File: src/rtl/bcd_chain_timer.sv
// rtl/bcd_chain_timer.sv - cascaded BCD time counter with per-digit modulus, lap snapshot and display mux
// Digit 0 is least significant; MOD6_MASK bit i selects a 0..5 digit instead of 0..9.
module bcd_chain_timer #(
  parameter int                DIGITS    = 8,
  parameter int                SEL_W     = 3,
  parameter logic [DIGITS-1:0] MOD6_MASK = DIGITS'(8'b0101_0000)
) (
  input  logic                  clk,
  input  logic                  rst,
  input  logic                  clr,
  input  logic                  load,
  input  logic [4*DIGITS-1:0]   load_val,
  input  logic                  run,
  input  logic                  tick,
  input  logic                  down,
  input  logic                  lap,
  input  logic                  lap_show,
  input  logic                  en,
  input  logic [SEL_W-1:0]      sel,
  output logic [3:0]            out,
  output logic [4*DIGITS-1:0]   count,
  output logic                  wrap,
  output logic                  zero
);

  logic [4*DIGITS-1:0] snap;
  logic [4*DIGITS-1:0] nxt;
  logic [4*DIGITS-1:0] src;
  logic                carry;

  function automatic logic [3:0] dmax(input int i);
    return MOD6_MASK[i] ? 4'd5 : 4'd9;
  endfunction

  // Ripple the step through the chain; carry ends high only if every digit advanced.
  always_comb begin
    nxt   = count;
    carry = 1'b1;
    for (int i = 0; i < DIGITS; i++) begin
      if (carry) begin
        if (down)
          nxt[4*i +: 4] = (count[4*i +: 4] == 4'd0) ? dmax(i) : count[4*i +: 4] - 4'd1;
        else
          nxt[4*i +: 4] = (count[4*i +: 4] >= dmax(i)) ? 4'd0 : count[4*i +: 4] + 4'd1;
      end
      carry = carry & (down ? (count[4*i +: 4] == 4'd0) : (count[4*i +: 4] >= dmax(i)));
    end
  end

  always_ff @(posedge clk or negedge rst) begin
    if (!rst) begin
      count <= '0;
      wrap  <= 1'b0;
    end else if (clr) begin
      count <= '0;
      wrap  <= 1'b0;
    end else if (load) begin
      count <= load_val;
      wrap  <= 1'b0;
    end else if (run && tick) begin
      count <= nxt;
      wrap  <= carry;
    end else begin
      wrap  <= 1'b0;
    end
  end

  // Snapshot captures the pre-edge count independent of clr/load/step.
  always_ff @(posedge clk or negedge rst) begin
    if (!rst)
      snap <= '0;
    else if (lap)
      snap <= count;
  end

  assign zero = (count == '0);
  assign src  = lap_show ? snap : count;

  always_comb begin
    out = 4'hF;
    if (en) begin
      for (int i = 0; i < DIGITS; i++) begin
        if (sel == SEL_W'(i))
          out = src[4*i +: 4];
      end
    end
  end

endmodule

File: config.mk
export PLATFORM = sky130hd
export DESIGN_NAME = bcd_chain_timer
export DESIGN_NICKNAME = d
export VERILOG_FILES = /design/src/rtl/bcd_chain_timer.sv
export SDC_FILE = /design/constraint.sdc
export NUM_CORES = 1
export LEC_CHECK = 0
export CAP_MARGIN = 10
export CORE_UTILIZATION = 40
export CTS_CLUSTER_SIZE = 30
export DETAILED_ROUTE_END_ITERATION = 8
export GPL_TIMING_DRIVEN = 0
export SLEW_MARGIN = 20
export SYNTH_ARGS = -nofsm -noshare
export SYNTH_HDL_FRONTEND = slang
export SYNTH_SLANG_ARGS = --single-unit
File: constraint.sdc
create_clock -name clk -period 2.45 [get_ports clk]
set_clock_uncertainty 0.1 [all_clocks]
set_input_delay 0.6125 -clock clk [delete_from_list [all_inputs] [get_ports clk]]
set_output_delay 0.6125 -clock clk [all_outputs]
set_load 0.05 [all_outputs]
==> out/results.txt <==
Status: finished with violations
Failing checks: negative setup slack
Net Count, Synth: 647
Overall Global Routing Usage: 0.284
Sequential area share after synthesis: 0.308
Crit Path Class: reg2out
Switching share of total power: 0.329
Worst setup SP type: flop
Pins over their slew limit: 0
Clock power share: 0.366
Endpoints failing setup: 5
Core area: 12700 um^2
Synth area leaders: dfrtp_1, mux2_2, ha_1
CTS tree: done
Setup WS post-layout: -0.393 ns
IO Pins: 83
Data arrival time of the critical path: 2.13 ns
Worst hold path class: in2async
Drt wl/cell: 21.0 um
Synthesized flop and latch total: 65
CTS buffer count: 9
CP Capture Type: output port
Die H: 117 um
Antenna Cells: 0
Largest stage delay, worst path: 0.48 ns
Lkg Pwr: 3.13 nW
Vias: 5164
Worst-skew pair later-pin latency: 0.34 ns
Slowest cell on crit path: mux4_2
Finished Core Util: 0.582
Synthesized instance count: 574
Synth Cell Area: 5280 um^2
Max FO, Critical Path: 3
Total Power: 4.16 mW
Slew HR: 0.470
FMAX: 0.352 GHz
Peak supply drop: 368 uV
Count leader, synth: dfrtp_1
DR pass1 iterations: 4
Crit path required time: 1.74 ns
Dpl hpwl: 12900 um
Remaining antenna violation count after routing: 0
CTS root buffer: clkbuf_16
Global-route wire length before repair: 28600 um
Synth unique cells: 81
Reg clk slew, reported paths: 0.06 ns
Final hold viol count: 0
Congestion Overflow GR: 0
Pwr/cell area: 561 nW/um^2
Die extent in x: 117 um
Initial antenna violation count: 0
Worst-Margin Slew: 0.795 ns
Top cells by count, synth: dfrtp_1, o21ai_0, nand2_1, inv_1, nor2_1
Primary FF master, synth: dfrtp_1
Vias in the first global route: 5135
Rows: 41
Residual DRC: 0
Warnings, synthesis: 0
Number of enable flip-flop cells after synthesis: 0
Async set or reset register ratio after synthesis: 1.00
Cts hold-fix bufs: 0
Synth area leader: dfrtp_1
# H-tree levels: 3
DR vias/cell: 5.96
Syn avg cell area: 9.20 um^2
Sw power: 1.37 mW
Ratio of cells with drive above 1 in the final layout: 0.322
Period utilization: 1.16
Nets: 763
Layout overhead on the synthesized area: 40.3%
Crit-path cells: mux4_2, mux4_2, or2_4, buf_8
Total wire length: 18200 um
Starting Density: 0.415
Worst-case clock buffer depth: 2
Max-cap violations: 0
GPL Wtd Cong: 0.879
Sequential fraction of design power: 0.306
Share of the synthesized area in the top cell type: 0.308
Comb power frac: 0.328
Largest net degree at the start of global routing: 40
Tmin final: 2.84 ns
Number of DRC markers in iteration 0: 391
Hold slack: 0.0862 ns
CP dominant cell by count: mux4_2
RSZ-0062 raised after global routing: true
CTS sink count: 65
Die footprint: 13700 um^2
I/O Buffers: 78
Pint: 2.79 mW
## area by class of cell
type,count,area [um^2]
multi-input cells,426,3680
fillers,1186,5310
clock buffers,11,243
inverters,39,153
well taps,172,215
plain buffers,41,313
clock inverters,5,103
repair buffers,108,1050
flip-flops and latches,65,1660
## through the flow
stage	TNS, ns	worst slack (ns)	instance area [um^2]	std cells
3_5_place_dp	-22.48	-1.54	6500	825
5_1_grt	-1.83	-0.418	7410	867
4_1_cts	-1.56	-0.402	7250	863
3_3_place_gp	-140.37	-2.00	6480	824
2_1_floorplan	-0.381	-0.191	5480	574
6_report	-1.45	-0.393	7410	867
## logic make-up (layout without fill, tap and decap cells)
logic type | count (synthesis) | in the layout | synth area share
AO/OA/AOI/OAI | 176 | 176 | 0.243
adder cells (fa/ha/maj) | 28 | 28 | 0.0664
buffers and inverters | 83 | 204 | 0.0678
flip-flops | 65 | 65 | 0.308
multiplexers | 66 | 66 | 0.155
AND/OR/NAND/NOR | 156 | 156 | 0.160
## sequential cells by signal (all words and copies together), names as in the netlist
signal / count
snap: 32
wrap: 1
count: 32
## power by group through the flow
| stage | registers, mW | logic (mW) | clock network [mW] |
|---|---|---|---|
| final | 1.27 | 1.37 | 1.52 |
| after floorplan | 1.39 | 0.681 | 0 |
| after global routing | 1.29 | 1.47 | 1.59 |
| after CTS | 1.27 | 1.31 | 1.56 |
| after global placement | 1.29 | 1.16 | 0 |
| after detailed placement | 1.30 | 1.18 | 0 |
## cells in the final DEF (no fill, tap or decap), types with 6 or more instances in the layout
master / instances
mux4_2: 9
inv_2: 7
dlygate4sd2_1: 8
nand2_1: 39
nor2_1: 33
clkbuf_16: 9
nor3_1: 10
nand2b_1: 10
clkbuf_8: 6
dfrtp_2: 23
inv_1: 29
nand3_1: 8
buf_6: 9
clkdlybuf4s50_1: 58
mux2i_1: 23
dfrtp_1: 42
clkbuf_2: 10
o31ai_1: 7
mux2_2: 33
a21oi_1: 26
buf_4: 28
o21ai_0: 35
ha_1: 18
clkbuf_1: 10
o211ai_1: 7
a32o_1: 6
## timing repair
| action | 4_1_cts | 5_1_grt |
|---|---|---|
| endpoints found under the hold margin | 0 | 0 |
| endpoints found under the setup margin | 39 | 31 |
| pin swaps | 11 | 6 |
| gates cloned | 0 | 0 |
| resized for setup | 108 | 41 |
| setup buffers | 25 | 4 |
## final timing paths
| path | from | to | slack [ns] | cells after the start |
|---|---|---|---|---|
| worst max-delay path | count[5]$_DFFE_PN0P_ | out[1] | -0.39 | 4 |
| worst min-delay path | rst | snap[13]$_DFFE_PN0P_ | 0.09 | 1 |
| worst max register to register | count[8]$_DFFE_PN0P_ | count[22]$_DFFE_PN0P_ | 0.04 | 8 |
| worst min register to register | snap[7]$_DFFE_PN0P_ | snap[7]$_DFFE_PN0P_ | 0.40 | 1 |
| max in group asynchronous | rst | count[5]$_DFFE_PN0P_ | 1.59 | 2 |
| min in group clk | snap[7]$_DFFE_PN0P_ | snap[7]$_DFFE_PN0P_ | 0.40 | 1 |
## layer usage
| layer | routed length [um] | vias to the layer above | GRT usage |
|---|---|---|---|
| met5 | 0 | - | 0 |
| met4 | 539 | 0 | 0.124 |
| met3 | 1040 | 32 | 0.0391 |
| met2 | 8190 | 166 | 0.433 |
| met1 | 8460 | 2569 | 0.403 |
| li1 | - | 2397 | - |
## worst max-delay path: cells and delay by family, from the launching register on
family | cells | cell delay (ns)
muxes | 2 | 0.95
DFF | 1 | 0.45
and+or+nand+nor | 1 | 0.25
buffers and inverters | 1 | 0.15
(Power assumes the default switching activity.)
==> variant: new RTL, same settings <==
Register the output `count` once more, without a reset; this adds one clock of latency there. The other outputs are not delayed to match.
--- a/src/rtl/bcd_chain_timer.sv
+++ b/src/rtl/bcd_chain_timer.sv
@@ -23,6 +23,8 @@
   output logic                  zero
 );
 
+  logic [4*DIGITS-1:0] count_s0;
+
   logic [4*DIGITS-1:0] snap;
   logic [4*DIGITS-1:0] nxt;
   logic [4*DIGITS-1:0] src;
@@ -34,31 +36,31 @@
 
   // Ripple the step through the chain; carry ends high only if every digit advanced.
   always_comb begin
-    nxt   = count;
+    nxt   = count_s0;
     carry = 1'b1;
     for (int i = 0; i < DIGITS; i++) begin
       if (carry) begin
         if (down)
-          nxt[4*i +: 4] = (count[4*i +: 4] == 4'd0) ? dmax(i) : count[4*i +: 4] - 4'd1;
+          nxt[4*i +: 4] = (count_s0[4*i +: 4] == 4'd0) ? dmax(i) : count_s0[4*i +: 4] - 4'd1;
         else
-          nxt[4*i +: 4] = (count[4*i +: 4] >= dmax(i)) ? 4'd0 : count[4*i +: 4] + 4'd1;
+          nxt[4*i +: 4] = (count_s0[4*i +: 4] >= dmax(i)) ? 4'd0 : count_s0[4*i +: 4] + 4'd1;
       end
-      carry = carry & (down ? (count[4*i +: 4] == 4'd0) : (count[4*i +: 4] >= dmax(i)));
+      carry = carry & (down ? (count_s0[4*i +: 4] == 4'd0) : (count_s0[4*i +: 4] >= dmax(i)));
     end
   end
 
   always_ff @(posedge clk or negedge rst) begin
     if (!rst) begin
-      count <= '0;
+      count_s0 <= '0;
       wrap  <= 1'b0;
     end else if (clr) begin
-      count <= '0;
+      count_s0 <= '0;
       wrap  <= 1'b0;
     end else if (load) begin
-      count <= load_val;
+      count_s0 <= load_val;
       wrap  <= 1'b0;
     end else if (run && tick) begin
-      count <= nxt;
+      count_s0 <= nxt;
       wrap  <= carry;
     end else begin
       wrap  <= 1'b0;
@@ -70,11 +72,11 @@
     if (!rst)
       snap <= '0;
     else if (lap)
-      snap <= count;
+      snap <= count_s0;
   end
 
-  assign zero = (count == '0);
-  assign src  = lap_show ? snap : count;
+  assign zero = (count_s0 == '0);
+  assign src  = lap_show ? snap : count_s0;
 
   always_comb begin
     out = 4'hF;
@@ -86,5 +88,9 @@
     end
   end
 
+  always_ff @(posedge clk) begin
+    count <= count_s0;
+  end
+
 endmodule
 
Behaviour: not the same (a bounded check fails within 4 cycles, from zero or initial values and one cycle with rst low).
==> variant against the unedited design <==
Sequential cell count rose by 32. Worst setup slack got worse by 66 ps. First-iteration DRC count up 37%. Critical endpoint unchanged. Power is 14% higher. Area after synthesis is 11% higher. Routed wire length is 5.4% higher. Register-to-register slack got worse by 220 ps. The run still ends with negative setup slack left. Design area rose by 11%. Synthesized cell count rose by 2.8%.
==> variant: results (changes against the unedited design) <==
Synth
  • Most frequent cells after synthesis: dfrtp_1 (65), nand2_1 (46), inv_1 (35), o21ai_0 (35), mux2_2 (34) (was dfrtp_1 (65), o21ai_0 (40), nand2_1 (39), inv_1 (37), nor2_1 (36))
  • Register area share after synthesis: 38.6% (was 30.8%)
  • Register bit count reported by yosys: 97 (was 65)
  • Asr flop ratio synth: 67.0% (was 100%)
  • Top cells by area, synth: dfrtp_1 (28%), dfxtp_1 (11%), mux2_2 (6.5%) (was dfrtp_1 (31%), mux2_2 (7.3%), ha_1 (6.6%))

Setup path
  • WP data arrival: 2200 ps (was 2130 ps)
  • R2R depth: 11 (was 8)
  • Reg2reg end: wrap$_DFF_PN0_ (was count[22]$_DFFE_PN0P_)
  • RR Startpoint: count_s0[5]$_DFFE_PN0P_ (was count[8]$_DFFE_PN0P_)
  • Worst R2R Setup Slack: -180 ps (was 40 ps)

Detailed routing
  • Routed wl met3: 1.24 mm (was 1.04 mm)
  • Met1 Wirelength: 8.25 mm (was 8.46 mm)
  • Drt first pass iters: 5 (was 4)
  • Initial DRC count: 536 (was 391)
  • DR WL/cell: 21.0 µm (about the same)
  • Vias per cell: 5.98 (was 5.96)
  • Vias: 5466 (was 5164)

Final layout
  • Layout cells sized above 1: 32.2% (about the same)
  • Area of the multi-input gates: 3640 µm² (was 3680 µm²)
  • Filler instances: 1220 (was 1186)
  • NonClk Buf Share: 19.5% (was 18.3%)
  • Nonclk inv count: 35 (was 39)
  • Final Net Count: 802 (was 763)
  • Multi-input combinational area share: 44.4% (was 49.7%)
  • CLK BUF: 12 (was 11)
  • Clk cell area share: 3.77% (was 4.66%)
  • P&R area growth vs syn: 39.4% (was 40.3%)
  • Number of multi-input combinational cells: 416 (was 426)

Placement
  • Gpl congestion: 0.892 (was 0.879)
  • DP Area: 7000 µm² (was 6500 µm²)
  • Detail Placement HPWL: 12.9 mm (about the same)
  • PortBufs: 79 (was 78)
  • Placed Cells: 850 (was 825)

Power
  • Worst IR Drop VDD: 0.389 mV (was 0.368 mV)
  • Static Leak: 3.40 nW (was 3.13 nW)

Global routing
  • Largest net degree at the start of global routing: 50 (was 40)
  • First-pass GRT wire length: 29.2 mm (was 28.6 mm)
  • Met2 usage: 42.9% (was 43.3%)
  • GRT met3 Usage: 5.17% (was 3.91%)

STA
  • Final WS setup: -459 ps (was -393 ps)
  • Setup TNS Final: -3490 ps (was -1450 ps)
  • Worst hold slack: 36.5 ps (was 86.2 ps)
  • Final-report setup violation count: 24 (was 5)

Run status
  • Status: finished, violations left (unchanged)
  • Failing checks: negative setup slack (unchanged)
## variant: cell count changes in the layout (fill, tap and decap cells not counted), moves of 8 or more
| cell | delta |
|---|---|
| dfxtp_1 | +32 |
| buf_4 | +19 |
| clkdlybuf4s50_1 | +12 |
| dlygate4sd2_1 | -8 |
| nor2_1 | -8 |
| o21ai_0 | -8 |
## variant: power by group
group	internal (mW)	switching, mW	total, mW	leakage [nW]
registers	1.73	0.120	1.85	1.10
logic	0.638	0.773	1.41	2.15
clock network	0.850	0.632	1.48	0.153
## variant: logic make-up (layout without fill, tap and decap cells)
logic type               Yosys count  in the layout  synth area share [%]
AO/OA/AOI/OAI                    166            166                  21.0
XOR/XNOR                           1              1                 0.149
adder cells (fa/ha/maj)           28             28                  5.96
buffers and inverters             77            221                  5.69
flip-flops                        97             97                  38.6
multiplexers                      66             66                  13.9
AND/OR/NAND/NOR                  155            155                  14.8
## variant: repair_timing
action	in CTS	in global routing
cloned	1	2
pin swaps	12	26
setup endpoints to repair	36	27
setup buffers	30	21
resized for setup	128	57
